===== src/rtl/hwpe_sel_ctrl.sv =====
// hwpe_sel_ctrl
// Runtime HWPE selection controller. A select change is sequenced so no
// traffic is lost: drain TCDM and config traffic of the active HWPE, gate its
// clock for one cycle while the select moves, let the new HWPE settle, then
// re-open traffic. Downstream data muxes consume sel_o.
//
// Ports
//   clk, rst_n             clock, synchronous active-low reset
//   hwpe_en_i              global HWPE enable (qualifies clock enables)
//   sel_req_*              select request handshake (ready only in ACTIVE)
//   sel_o, switching_o     active index, high while a switch is in progress
//   hwpe_clk_en_o          per-HWPE clock-gate enable
//   hwpe_busy_i, busy_o    per-HWPE busy in, subsystem busy out
//   hwpe_evt_i, evt_o      per-HWPE event bundles in, active bundle out
//   hwpe_tcdm_req_i/gnt_o  per-HWPE TCDM request/grant
//   tcdm_req_o/gnt_i/r_valid_i  shared TCDM interconnect side
//   cfg_req_i, cfg_gnt_o   config bus side
//   periph_req_o/gnt_i/r_valid_i  per-HWPE config side
//
// state  | meaning
// ACTIVE | traffic open, switch requests accepted
// DRAIN  | traffic blocked, waiting for outstanding/config/busy to clear
// SWITCH | one cycle with all clocks gated; select updates at cycle end
// SETTLE | new HWPE clocked, traffic still blocked for SETTLE_CYCLES

module hwpe_sel_ctrl #(
  parameter int unsigned N_HWPES         = 4,
  parameter int unsigned LOG_N_HWPES     = (N_HWPES == 1) ? 1 : $clog2(N_HWPES),
  parameter int unsigned N_CORES         = 8,
  parameter int unsigned MAX_OUTSTANDING = 4,
  parameter int unsigned SETTLE_CYCLES   = 2
) (
  input  logic                           clk,
  input  logic                           rst_n,
  input  logic                           hwpe_en_i,
  input  logic [LOG_N_HWPES-1:0]         sel_req_i,
  input  logic                           sel_req_valid_i,
  output logic                           sel_req_ready_o,
  output logic [LOG_N_HWPES-1:0]         sel_o,
  output logic                           switching_o,
  output logic [N_HWPES-1:0]             hwpe_clk_en_o,
  input  logic [N_HWPES-1:0]             hwpe_busy_i,
  input  logic [N_HWPES*N_CORES*2-1:0]   hwpe_evt_i,
  output logic [N_CORES*2-1:0]           evt_o,
  output logic                           busy_o,
  input  logic [N_HWPES-1:0]             hwpe_tcdm_req_i,
  output logic [N_HWPES-1:0]             hwpe_tcdm_gnt_o,
  output logic                           tcdm_req_o,
  input  logic                           tcdm_gnt_i,
  input  logic                           tcdm_r_valid_i,
  input  logic                           cfg_req_i,
  output logic                           cfg_gnt_o,
  output logic [N_HWPES-1:0]             periph_req_o,
  input  logic [N_HWPES-1:0]             periph_gnt_i,
  input  logic [N_HWPES-1:0]             periph_r_valid_i
);

  localparam int unsigned OUT_W = $clog2(MAX_OUTSTANDING + 1);
  localparam int unsigned SET_W = (SETTLE_CYCLES < 2) ? 1 : $clog2(SETTLE_CYCLES);
  localparam int unsigned EVT_W = 2 * N_CORES;
  localparam logic [OUT_W-1:0] MAX_OUT     = OUT_W'(MAX_OUTSTANDING);
  localparam logic [SET_W-1:0] SETTLE_LOAD = SET_W'(SETTLE_CYCLES - 1);

  typedef enum logic [1:0] {ACTIVE, DRAIN, SWITCH, SETTLE} state_e;

  state_e                 state_q, state_d;
  logic [LOG_N_HWPES-1:0] sel_q, sel_d;
  logic [LOG_N_HWPES-1:0] next_sel_q, next_sel_d;
  logic [OUT_W-1:0]       outstanding_q, outstanding_d;
  logic                   cfg_pending_q, cfg_pending_d;
  logic [SET_W-1:0]       settle_q, settle_d;

  logic             req_in_range;
  logic             handshake;
  logic             is_active;
  logic             tcdm_fire;
  logic             rsp_fire;
  logic             cfg_fire;
  logic             sel_busy;
  logic             sel_tcdm_req;
  logic             sel_periph_gnt;
  logic             sel_periph_r_valid;
  logic [EVT_W-1:0] sel_evt;

  // With a power-of-two HWPE count every encodable index is valid.
  if (N_HWPES == (1 << LOG_N_HWPES)) begin : g_full_range
    assign req_in_range = 1'b1;
  end else begin : g_part_range
    assign req_in_range = (sel_req_i < LOG_N_HWPES'(N_HWPES));
  end

  // Per-HWPE inputs seen through the current select.
  always_comb begin
    sel_busy           = 1'b0;
    sel_tcdm_req       = 1'b0;
    sel_periph_gnt     = 1'b0;
    sel_periph_r_valid = 1'b0;
    sel_evt            = '0;
    for (int i = 0; i < N_HWPES; i++) begin
      if (sel_q == LOG_N_HWPES'(i)) begin
        sel_busy           = hwpe_busy_i[i];
        sel_tcdm_req       = hwpe_tcdm_req_i[i];
        sel_periph_gnt     = periph_gnt_i[i];
        sel_periph_r_valid = periph_r_valid_i[i];
        sel_evt            = hwpe_evt_i[i*EVT_W +: EVT_W];
      end
    end
  end

  assign is_active       = (state_q == ACTIVE);
  assign sel_req_ready_o = is_active;
  assign switching_o     = ~is_active;
  assign handshake       = sel_req_valid_i & sel_req_ready_o;
  assign sel_o           = sel_q;

  assign tcdm_req_o = is_active & sel_tcdm_req & (outstanding_q < MAX_OUT);
  assign tcdm_fire  = tcdm_req_o & tcdm_gnt_i;
  // A response with nothing in flight is spurious and must not underflow.
  assign rsp_fire   = tcdm_r_valid_i & (outstanding_q != '0);

  assign cfg_gnt_o = is_active & sel_periph_gnt;
  assign cfg_fire  = cfg_req_i & cfg_gnt_o;

  assign evt_o  = is_active ? sel_evt : '0;
  assign busy_o = sel_busy | switching_o;

  always_comb begin
    hwpe_clk_en_o   = '0;
    hwpe_tcdm_gnt_o = '0;
    periph_req_o    = '0;
    for (int i = 0; i < N_HWPES; i++) begin
      if (sel_q == LOG_N_HWPES'(i)) begin
        hwpe_clk_en_o[i]   = hwpe_en_i & (state_q != SWITCH);
        hwpe_tcdm_gnt_o[i] = tcdm_fire;
        periph_req_o[i]    = cfg_req_i & is_active;
      end
    end
  end

  always_comb begin
    outstanding_d = outstanding_q;
    if (tcdm_fire && !rsp_fire) begin
      outstanding_d = outstanding_q + OUT_W'(1);
    end else if (!tcdm_fire && rsp_fire) begin
      outstanding_d = outstanding_q - OUT_W'(1);
    end
  end

  // A new config grant wins over a response seen in the same cycle.
  always_comb begin
    cfg_pending_d = cfg_pending_q;
    if (cfg_fire) begin
      cfg_pending_d = 1'b1;
    end else if (sel_periph_r_valid) begin
      cfg_pending_d = 1'b0;
    end
  end

  always_comb begin
    state_d    = state_q;
    sel_d      = sel_q;
    next_sel_d = next_sel_q;
    settle_d   = settle_q;
    case (state_q)
      ACTIVE: begin
        if (handshake && req_in_range && (sel_req_i != sel_q)) begin
          next_sel_d = sel_req_i;
          state_d    = DRAIN;
        end
      end
      DRAIN: begin
        if ((outstanding_q == '0) && !cfg_pending_q && !sel_busy) begin
          state_d = SWITCH;
        end
      end
      SWITCH: begin
        sel_d    = next_sel_q;
        settle_d = SETTLE_LOAD;
        state_d  = SETTLE;
      end
      SETTLE: begin
        if (settle_q == '0) begin
          state_d = ACTIVE;
        end else begin
          settle_d = settle_q - SET_W'(1);
        end
      end
      default: state_d = ACTIVE;
    endcase
  end

  always_ff @(posedge clk) begin
    if (!rst_n) begin
      state_q       <= ACTIVE;
      sel_q         <= '0;
      next_sel_q    <= '0;
      outstanding_q <= '0;
      cfg_pending_q <= 1'b0;
      settle_q      <= '0;
    end else begin
      state_q       <= state_d;
      sel_q         <= sel_d;
      next_sel_q    <= next_sel_d;
      outstanding_q <= outstanding_d;
      cfg_pending_q <= cfg_pending_d;
      settle_q      <= settle_d;
    end
  end

endmodule


===== config.mk =====
export PLATFORM = sky130hd
export DESIGN_NAME = hwpe_sel_ctrl
export DESIGN_NICKNAME = d
export VERILOG_FILES = /design/src/rtl/hwpe_sel_ctrl.sv
export SDC_FILE = /design/constraint.sdc
export NUM_CORES = 1
export LEC_CHECK = 0
export BUFFER_PORTS_ARGS = -buffer_cell sky130_fd_sc_hd__buf_2
export CORE_UTILIZATION = 37
export DETAILED_ROUTE_END_ITERATION = 16
export PLACE_DENSITY = 0.84
export SLEW_MARGIN = 15
export SYNTH_ARGS = -nofsm -noshare
export SYNTH_HDL_FRONTEND = slang
export SYNTH_SLANG_ARGS = --single-unit

===== constraint.sdc =====
create_clock -name clk -period 3.4 [get_ports clk]
set_clock_uncertainty 0.2 [all_clocks]
set_input_delay 1.02 -clock clk [delete_from_list [all_inputs] [get_ports clk]]
set_output_delay 1.02 -clock clk [all_outputs]
set_load 0.05 [all_outputs]

==> results.toml, run 1 <==
[yosys]
synth_compound_area_frac = 0.0389
ys_types = 26
synth_cells = 125
yosys.area_share.adder = 0.0739
yosysSeqAreaShare = 0.171
yosys.area_share.simple = 0.229
muxShareOfSynthArea = 0.410
ys_seq_elements = 11
synth_nets = 221
syn_avg_cell_area_um2 = 10.3
syn-cell-area_um2 = 1290
synth-xor-area-share = 0.0272
yosysWarnings = 0
synth_top_family_by_area = "multiplexers"

[critical_path]
r2r-end = "outstanding_q[2]$_SDFFE_PN0P_"
cp.arrival_ns = 2.13
critPathKind = "primary input to primary output"
crit_path_start_kind = "primary input"
worstPathRequired_ns = 2.18
cp-end-kind = "primary output"
regToRegSetupSlack_ns = 0.50
path_max_fanout = 5
critPathLaunch = "hwpe_tcdm_req_i[1]"
r2r-start = "state_q[0]$_SDFFE_PN0P_"
r2r_cells = 13
worstSetupEndpoint = "hwpe_tcdm_gnt_o[2]"

[global_routing]
grt_use_total = 0.209
grt_pass1_wl_um = 5630
antenna_found_initial = 0
grt_max_degree = 22
overflow = 0
grt_pass1_vias = 1358

[layout]
seqCellArea_um2 = 221
nFillCells = 308
final_common_cell = "buf_2"
fin_area_um2 = 2070
nNetsFinal = 346
final_cell_mix = "119 x buf_2, 18 x mux4_2, 18 x and2_1, 10 x dfxtp_1"
drive_above_1_share = 0.643
n_antenna_cell = 0
syn_to_final_growth_pct = 60.4
final_cells = 295
multi_input_area_um2 = 1060

[timing]
max_freq_mhz = 299
layout_min_cycle_time_ns = 3.35
worst_slew_pin_slew_ns = 0.348
finalSetupViolCount = 0
slew_violations = 0
fin_setup_tns_ns = 0
max_slew_margin = 0.768
worst_slack_ns = 0.0507
period_share = 0.985
finalHoldViolCount = 0

[power]
totalPowerFinal_mw = 1.28
irDropWorstVdd_mv = 0.363
power_leakage_nw = 1.01
power_density_nw_per_um2 = 620

[job]
cap_violations = 0

[clock_tree]
root_buffer = "clkbuf_4"
htreeDepth = 1
clockBufferDepth = 2
cts_num_sinks = 11
worstSkewPairLatency_ns = 0.27
numCtsBuffers = 3
hold_buffers = 0
clk_pin_slew_ns = 0.07
tritoncts = "built"

[floorplanning]
io_pins = 124
initial_utilization = 0.386
dieArea_um2 = 3720
dieHeight_um = 61.0
die_x_um = 61.0
rows = 21
core_um2 = 3340

[drt]
wl_per_cell_um = 14.0
drc = 0
vias = 1463
vias_per_cell = 4.96
drt-total-wl_um = 4140
firstDrtPassIters = 4
dr.first_iter.drc_count = 66
postRouteAntennaNets = 0

[status]
status = "complete, no violations"

[placed_design]
place_hpwl_um = 3540
detailedPlace.worstSlack_ns = -0.0121
gp_congestion = 0.756
dp_cells = 290
place_area_um2 = 2010
portBuffers = 123

[worst_hold_path]
hold_path.class = "flop to flop"
holdPathStages = 2
[worst min-delay path by stage]
stage,start,to,slack [ns]
6_report,settle_q$_SDFFE_PN0P_,settle_q$_SDFFE_PN0P_,0.29
5_1_grt,settle_q$_SDFFE_PN0P_,settle_q$_SDFFE_PN0P_,0.33
4_1_cts,settle_q$_SDFFE_PN0P_,settle_q$_SDFFE_PN0P_,0.29
3_5_place_dp,settle_q$_SDFFE_PN0P_,settle_q$_SDFFE_PN0P_,0.28
3_3_place_gp,settle_q$_SDFFE_PN0P_,settle_q$_SDFFE_PN0P_,0.27
2_1_floorplan,settle_q$_SDFFE_PN0P_,settle_q$_SDFFE_PN0P_,0.26
[synthesized netlist by cell type]
| cell | count | area (um^2) |
|---|---|---|
| nor2_1 | 10 | 37.5 |
| xnor2_1 | 3 | 26.3 |
| nand2b_1 | 4 | 25.0 |
| a21boi_0 | 1 | 7.51 |
| fa_1 | 1 | 20.0 |
| mux2i_1 | 7 | 70.1 |
| o211a_1 | 1 | 10.0 |
| o31ai_2 | 1 | 12.5 |
| nor2b_1 | 7 | 43.8 |
| nand2_1 | 9 | 33.8 |
| mux4_2 | 18 | 405 |
| clkbuf_1 | 4 | 15.0 |
| mux4_1 | 2 | 52.6 |
| or3_1 | 2 | 12.5 |
| buf_2 | 3 | 15.0 |
| nor3b_1 | 2 | 15.0 |
| xor2_1 | 1 | 8.76 |
| buf_1 | 1 | 3.75 |
| dfxtp_1 | 11 | 220 |
| and2_1 | 18 | 113 |
| inv_1 | 5 | 18.8 |
| o21ai_0 | 2 | 10.0 |
| a21oi_1 | 2 | 10.0 |
| nor3_1 | 3 | 15.0 |
| buf_6 | 1 | 11.3 |
| ha_1 | 6 | 75.1 |
[power breakdown]
part	switching (mW)	total, mW	internal, mW
Combinational	0.674	0.998	0.324
Clock	0.0424	0.0878	0.0454
Sequential	0.0316	0.196	0.164
[per-stage QoR]
step | hold WS (ns) | utilization
2_1_floorplan | 0.260 | -
3_3_place_gp | 0.269 | 0.604
3_5_place_dp | 0.283 | 0.604
4_1_cts | 0.290 | 0.612
5_1_grt | 0.329 | 0.619
6_report | 0.288 | 0.619
[area by class of cell]
cell class                      count  area share
Clock buffer                        4      0.0127
Tap cell                           46      0.0279
Multi-Input combinational cell    100       0.515
Sequential cell                    11       0.107
Inverter                            5     0.00909
Timing Repair Buffer              129       0.328
[routing by layer]
metal / global-route usage / routed length, um / up-vias
li1: - / - / 698
met1: 0.201 / 1450 / 691
met2: 0.438 / 2390 / 68
met3: 0.0320 / 259 / 6
met4: 0.0747 / 40 / 0
met5: 0 / 0 / -
[what timing repair did]
action,4_1_cts,5_1_grt
pin swaps,0,1
resized for setup,1,8
buffers inserted,0,1
setup endpoints to repair,1,4
[state kept, by name, indices dropped and copies added (netlist names)]
register       flops
cfg_pending_q      1
state_q            2
next_sel_q         2
outstanding_q      3
sel_o              2
settle_q           1
[logic make-up after synthesis]
| group | after synthesis |
|---|---|
| adders and majority gates | 7 |
| muxes | 27 |
| AOI/OAI and AO/OA | 7 |
| DFF | 11 |
| buffers and inverters | 14 |
| xor gates and xnor gates | 4 |
| and+or+nand+nor | 55 |
[worst max-delay path, cell delays in order]
cell,delay [ns]
buf_2,0.09
mux4_1,0.48
nor3b_4,0.18
nand2_4,0.13
nor2_4,0.03
buf_4,0.18
(Power assumes the default switching activity.)
==> run 2: changes to the inputs <==
--- a/config.mk
+++ b/config.mk
@@ -5,10 +5,11 @@
 export SDC_FILE = /design/constraint.sdc
 export NUM_CORES = 1
 export LEC_CHECK = 0
+export ABC_AREA = 1
 export BUFFER_PORTS_ARGS = -buffer_cell sky130_fd_sc_hd__buf_2
 export CORE_UTILIZATION = 37
 export DETAILED_ROUTE_END_ITERATION = 16
-export PLACE_DENSITY = 0.84
+export PLACE_DENSITY = 0.82
 export SLEW_MARGIN = 15
 export SYNTH_ARGS = -nofsm -noshare
 export SYNTH_HDL_FRONTEND = slang
==> run 2 against run 1 <==
Effect of this change: area after synthesis grew 3.8%; non-clock buffer count shrank 1; die area grew 3.7%; sequential share of layout area shrank 0.21 points; largest cell class unchanged; largest power group unchanged.
==> results.toml, run 2 <==
[job]
cap_violations = 0

[clock_tree]
worstSkewPairLatency_ns = 0.26
clk_pin_slew_ns = 0.07
post_cts_buffers = 0
cts_num_sinks = 11
tritoncts = "built"
hold_buffers = 0
ctsResizeCount = 0
htreeDepth = 1
clockBufferDepth = 2
root_buffer = "clkbuf_4"
numCtsBuffers = 3

[timing]
finalHoldViolCount = 0
layout_min_cycle_time_ns = 3.19
period_share = 0.938
max_freq_mhz = 314
finalSetupViolCount = 0
slew_violations = 0
worst_slew_pin_slew_ns = 0.385
fin_setup_tns_ns = 0
max_slew_margin = 0.743
rsz0062_at_grt = "no"

[yosys]
yosys.area_share.adder = 0.0712
synth_common_cells = "51 x nand2_1, 30 x nor2_1, 24 x inv_1, 17 x a21oi_1, 16 x o21ai_0"
synth-main-ff-cell = "dfxtp_1"
ys_types = 29
yosysSeqAreaShare = 0.165
yosysWarnings = 0
synth.largest_area_cell = "dfxtp_1"
synth-xor-area-share = 0
synth_top_area_frac = 0.165
synth_compound_area_frac = 0.272
muxShareOfSynthArea = 0
syn_avg_cell_area_um2 = 5.84
ys_seq_elements = 11
yosys.area_share.simple = 0.360
synth_nets = 325
synth_top_family_by_area = "simple AND/OR/NAND/NOR gates"
syn-cell-area_um2 = 1340
synth_cells = 229
synth_area_leaders = "dfxtp_1 16%, nand2_1 14%, nor2_1 8.4%, inv_1 6.7%, a21oi_1 6.4%"
synthArstFlopShare = 0
synth_edf_count = 0
synth.most_common_cell = "nand2_1"

[floorplanning]
dieHeight_um = 62.1
core_um2 = 3390
dieArea_um2 = 3860
rows = 21
die_x_um = 62.1
io_pins = 124
initial_utilization = 0.394

[global_routing]
grt_pass1_wl_um = 6820
use_met1 = 0.264
overflow = 0
top_usage_layer = "met2"
grt_use_total = 0.232
antenna_found_initial = 0
grt_max_degree = 18
grtUsageMet2 = 0.439
grt_pass1_vias = 1652
met3_usage = 0.0311

[status]
status = "complete, no violations"

[critical_path]
r2r-end = "outstanding_q[2]$_SDFFE_PN0P_"
crit_path_start_kind = "flop"
critPathKind = "flop to primary output"
r2r_cells = 15
regToRegSetupSlack_ns = 0.59
cp-end-kind = "primary output"
path_max_fanout = 13
cp.arrival_ns = 1.97
r2r-start = "sel_o[0]$_SDFFE_PN0P_"
worstPathRequired_ns = 2.18

[drt]
postRouteAntennaNets = 0
drt-total-wl_um = 4630
wl_per_cell_um = 11.7
dr.first_iter.drc_count = 68
drc = 0
firstDrtPassIters = 4
vias_per_cell = 4.89
vias = 1933

[layout]
drive_above_1_share = 0.461
final_cells = 395
nNetsFinal = 446
n_antenna_cell = 0
final_cell_mix = "123 x buf_2, 51 x nand2_1, 29 x nor2_1, 24 x inv_1, 16 x o21ai_0"
final_common_cell = "buf_2"
nFillCells = 347
largest-register = "outstanding_q"
syn_to_final_growth_pct = 56.8
largest_reg_flops = 3

[power]
irDropWorstVdd_mv = 0.490
combPwrFrac = 0.842
switchingPower_mw = 1.26
power_density_nw_per_um2 = 917
power_leakage_nw = 1.19
p_sw_frac = 0.655
power.internal_uw = 664
p_clk_frac = 0.044
p_seq_frac = 0.114

[worst_hold_path]
hold_start = "settle_q$_SDFFE_PN0P_"
hold_path.class = "flop to flop"
hold_end = "settle_q$_SDFFE_PN0P_"
holdPathStages = 2

[placed_design]
place_hpwl_um = 3770
gp_congestion = 0.869
dp_cells = 391
portBuffers = 123
run 2: metal layers:
metal  share of wire  vias to the layer above  wire (um)
li1                -                      994          -
met1            0.42                      863       1950
met3           0.065                        6        303
met2            0.51                       70       2340
met4          0.0078                        0         36
met5               0                        -          0
run 2: power by group through the flow:
stage          clock network (mW)  logic [mW]  registers (mW)
6_report                   0.0847        1.62           0.219
2_1_floorplan                   0        1.27           0.231
3_5_place_dp                    0        1.62           0.221
3_3_place_gp                    0        1.60           0.218
4_1_cts                    0.0882        1.62           0.218
5_1_grt                    0.0951        1.76           0.225
run 2: worst max-delay path: stages (launching register included):
cell	delay (ns)
dfxtp_1	0.48
inv_2	0.19
nor2_2	0.23
nand2_1	0.10
nand3_2	0.08
o2111ai_2	0.10
inv_2	0.11
nand2_4	0.08
nor2_2	0.08
buf_2	0.26
run 2: worst max path at each step:
stage | depth (start not counted) | to | from
after detailed placement | 8 | hwpe_tcdm_gnt_o[1] | hwpe_tcdm_req_i[0]
after floorplan | 7 | hwpe_tcdm_gnt_o[0] | sel_o[0]$_SDFFE_PN0P_
final | 9 | hwpe_tcdm_gnt_o[0] | sel_o[0]$_SDFFE_PN0P_
after CTS | 9 | hwpe_tcdm_gnt_o[1] | sel_o[0]$_SDFFE_PN0P_
after global routing | 9 | hwpe_tcdm_gnt_o[3] | sel_o[0]$_SDFFE_PN0P_
after global placement | 8 | hwpe_tcdm_gnt_o[1] | hwpe_tcdm_req_i[0]
run 2: layout make-up:
class                           count  area, um^2  share of cell area
Clock buffer                        4        26.3              0.0125
Inverter                           31         118              0.0561
Multi-Input combinational cell    175        1020               0.487
Sequential cell                    11         220               0.105
Tap cell                           46        57.6              0.0275
Timing Repair Buffer              128         653               0.312
run 2: metrics by stage:
stage	power, mW	setup slack [ns]	utilization	hold slack (ns)	cell area, um^2
after floorplan	1.50	0.102	-	0.254	1420
after global placement	1.82	0.305	0.611	0.262	2070
after detailed placement	1.84	0.292	0.611	0.278	2070
after CTS	1.93	0.189	0.618	0.286	2100
after global routing	2.08	0.0506	0.618	0.326	2100
final	1.92	0.210	0.618	0.289	2100
run 2: kinds of logic after synthesis:
kind of cell	count (synthesis)
buf+inv	43
flops	11
compound gates	58
fa+ha+maj	7
simple gates	110
==> run 3: changes to the inputs <==
==> constraint.sdc (replaced) <==
create_clock -name clk -period 3.5 [get_ports clk]
set_clock_uncertainty 0.2 [all_clocks]
set_input_delay 1.05 -clock clk [delete_from_list [all_inputs] [get_ports clk]]
set_output_delay 1.05 -clock clk [all_outputs]
set_load 0.05 [all_outputs]
==> run 3 against run 2 <==
Effect of this change: die area did not move; register-to-register slack improved by 0.17 ns; worst setup slack improved by 0.020 ns; combinational power fell by 8%; sequential power barely moved; hold slack got worse by 0.0028 ns; non-clock buffer count did not move; first-iteration DRC count rose by 50%; final cell count did not move; critical path type unchanged; largest power group unchanged; highest routed layer unchanged.
==> results.toml, run 3 (synthesis results as in run 2) <==
[status]
status = "complete, no violations"

[global_routing]
top_usage_layer = "met2"
overflow = 0
met3_usage = 0.0352
grt_max_degree = 18
grt_use_total = 0.255
grtUsageMet2 = 0.477
grt_pass1_vias = 1681
grt_pass1_wl_um = 7180
use_met1 = 0.284
antenna_found_initial = 0

[clock_tree]
ctsResizeCount = 0
htreeDepth = 1
clockBufferDepth = 2
root_buffer = "clkbuf_4"
cts_num_sinks = 11
numCtsBuffers = 3
worstSkewPairLatency_ns = 0.26
post_cts_buffers = 0
tritoncts = "built"
hold_buffers = 0
clk_pin_slew_ns = 0.07

[timing]
finalHoldViolCount = 0
rsz0062_at_grt = "no"
worst_slack_ns = 0.230
period_share = 0.934
max_freq_mhz = 306
layout_min_cycle_time_ns = 3.27
max_slew_margin = 0.668
finalSetupViolCount = 0
worst_slew_pin_slew_ns = 0.498
slew_violations = 0

[critical_path]
cp.arrival_ns = 2.02
crit_path_start_kind = "flop"
worstPathRequired_ns = 2.25
critPathKind = "flop to primary output"
cp-end-kind = "primary output"
r2r_cells = 15
r2r-end = "outstanding_q[2]$_SDFFE_PN0P_"
r2r-start = "sel_o[1]$_SDFFE_PN0P_"
regToRegSetupSlack_ns = 0.76
path_max_fanout = 17

[drt]
dr.first_iter.drc_count = 102
vias_per_cell = 4.98
firstDrtPassIters = 4
wl_per_cell_um = 12.7
vias = 1969
drc = 0
drt-total-wl_um = 5020
postRouteAntennaNets = 0

[floorplanning]
rows = 21
initial_utilization = 0.394
core_um2 = 3390
die_x_um = 62.1
io_pins = 124
dieArea_um2 = 3860
dieHeight_um = 62.1

[job]
cap_violations = 0

[worst_hold_path]
hold_end = "settle_q$_SDFFE_PN0P_"
hold_path.class = "flop to flop"
hold_start = "settle_q$_SDFFE_PN0P_"
holdPathStages = 2

[power]
power_leakage_nw = 1.18
power_density_nw_per_um2 = 893
irDropWorstVdd_mv = 0.380

[layout]
largest_reg_flops = 3
largest-register = "outstanding_q"
nNetsFinal = 446
seqCellArea_um2 = 220
syn_to_final_growth_pct = 50.7
drive_above_1_share = 0.436
final_cell_mix = "123 x buf_2, 51 x nand2_1, 30 x nor2_1, 24 x inv_1, 17 x a21oi_1"
nFillCells = 339
final_common_cell = "buf_2"
n_antenna_cell = 0
multi_input_area_um2 = 940
final_cells = 395

[placed_design]
detailedPlace.worstSlack_ns = 0.312
dp_cells = 391
place_hpwl_um = 4080
portBuffers = 123
gp_congestion = 0.830
-- run 3: changes by cell type in the layout (fill, tap and decap cells not counted) --
cell and delta:
clkinv_1 +1, clkinv_2 -1, a21oi_1 +7, a21oi_4 -7, nor2_2 -1, nor2_1 +1
-- run 3: worst max-delay path, cell delays in order (launching register included) --
cell and delay, ns:
dfxtp_1 0.51, buf_4 0.25, nand2_4 0.16, inv_2 0.27
nand2_1 0.10, a21oi_1 0.17, buf_2 0.29
-- run 3: worst max path at each step --
stage | from | end | slack (ns) | cells after the start
floorplan | state_q[0]$_SDFFE_PN0P_ | evt_o[10] | -0.28 | 5
global route | sel_o[0]$_SDFFE_PN0P_ | evt_o[7] | 0.1 | 6
finish | sel_o[0]$_SDFFE_PN0P_ | evt_o[7] | 0.23 | 6
global placement | hwpe_tcdm_req_i[2] | hwpe_tcdm_gnt_o[1] | 0.33 | 8
CTS | sel_o[0]$_SDFFE_PN0P_ | evt_o[7] | 0.26 | 6
detailed placement | hwpe_tcdm_req_i[2] | hwpe_tcdm_gnt_o[1] | 0.31 | 8
-- run 3: area by class of cell --
type	instances	share of cell area
clock buffers	4	0.0131
inverters	31	0.0578
multi-input cells	175	0.467
flip-flops and latches	11	0.109
well taps	46	0.0286
repair buffers	128	0.324
-- run 3: routing by layer --
metal	vias up	part of all wire
met5	-	0
met4	0	0.018
met3	10	0.070
met2	91	0.49
met1	878	0.42
li1	990	-
-- run 3: through the flow --
step	cell area, um^2	power [mW]	util	TNS [ns]	hold slack, ns
6_report	2010	1.80	0.594	0	0.286
3_5_place_dp	1990	1.71	0.586	0	0.275
4_1_cts	2010	1.80	0.594	0	0.282
3_3_place_gp	1990	1.69	0.586	0	0.269
5_1_grt	2010	1.94	0.594	0	0.303
2_1_floorplan	1340	1.37	-	-1.98	0.254
-- run 3: where the power goes --
| part | internal (mW) | switching, mW | leakage [nW] |
|---|---|---|---|
| registers | 0.169 | 0.0490 | 0.0907 |
| clock network | 0.0441 | 0.0417 | 0.0150 |
| logic | 0.398 | 1.10 | 1.07 |
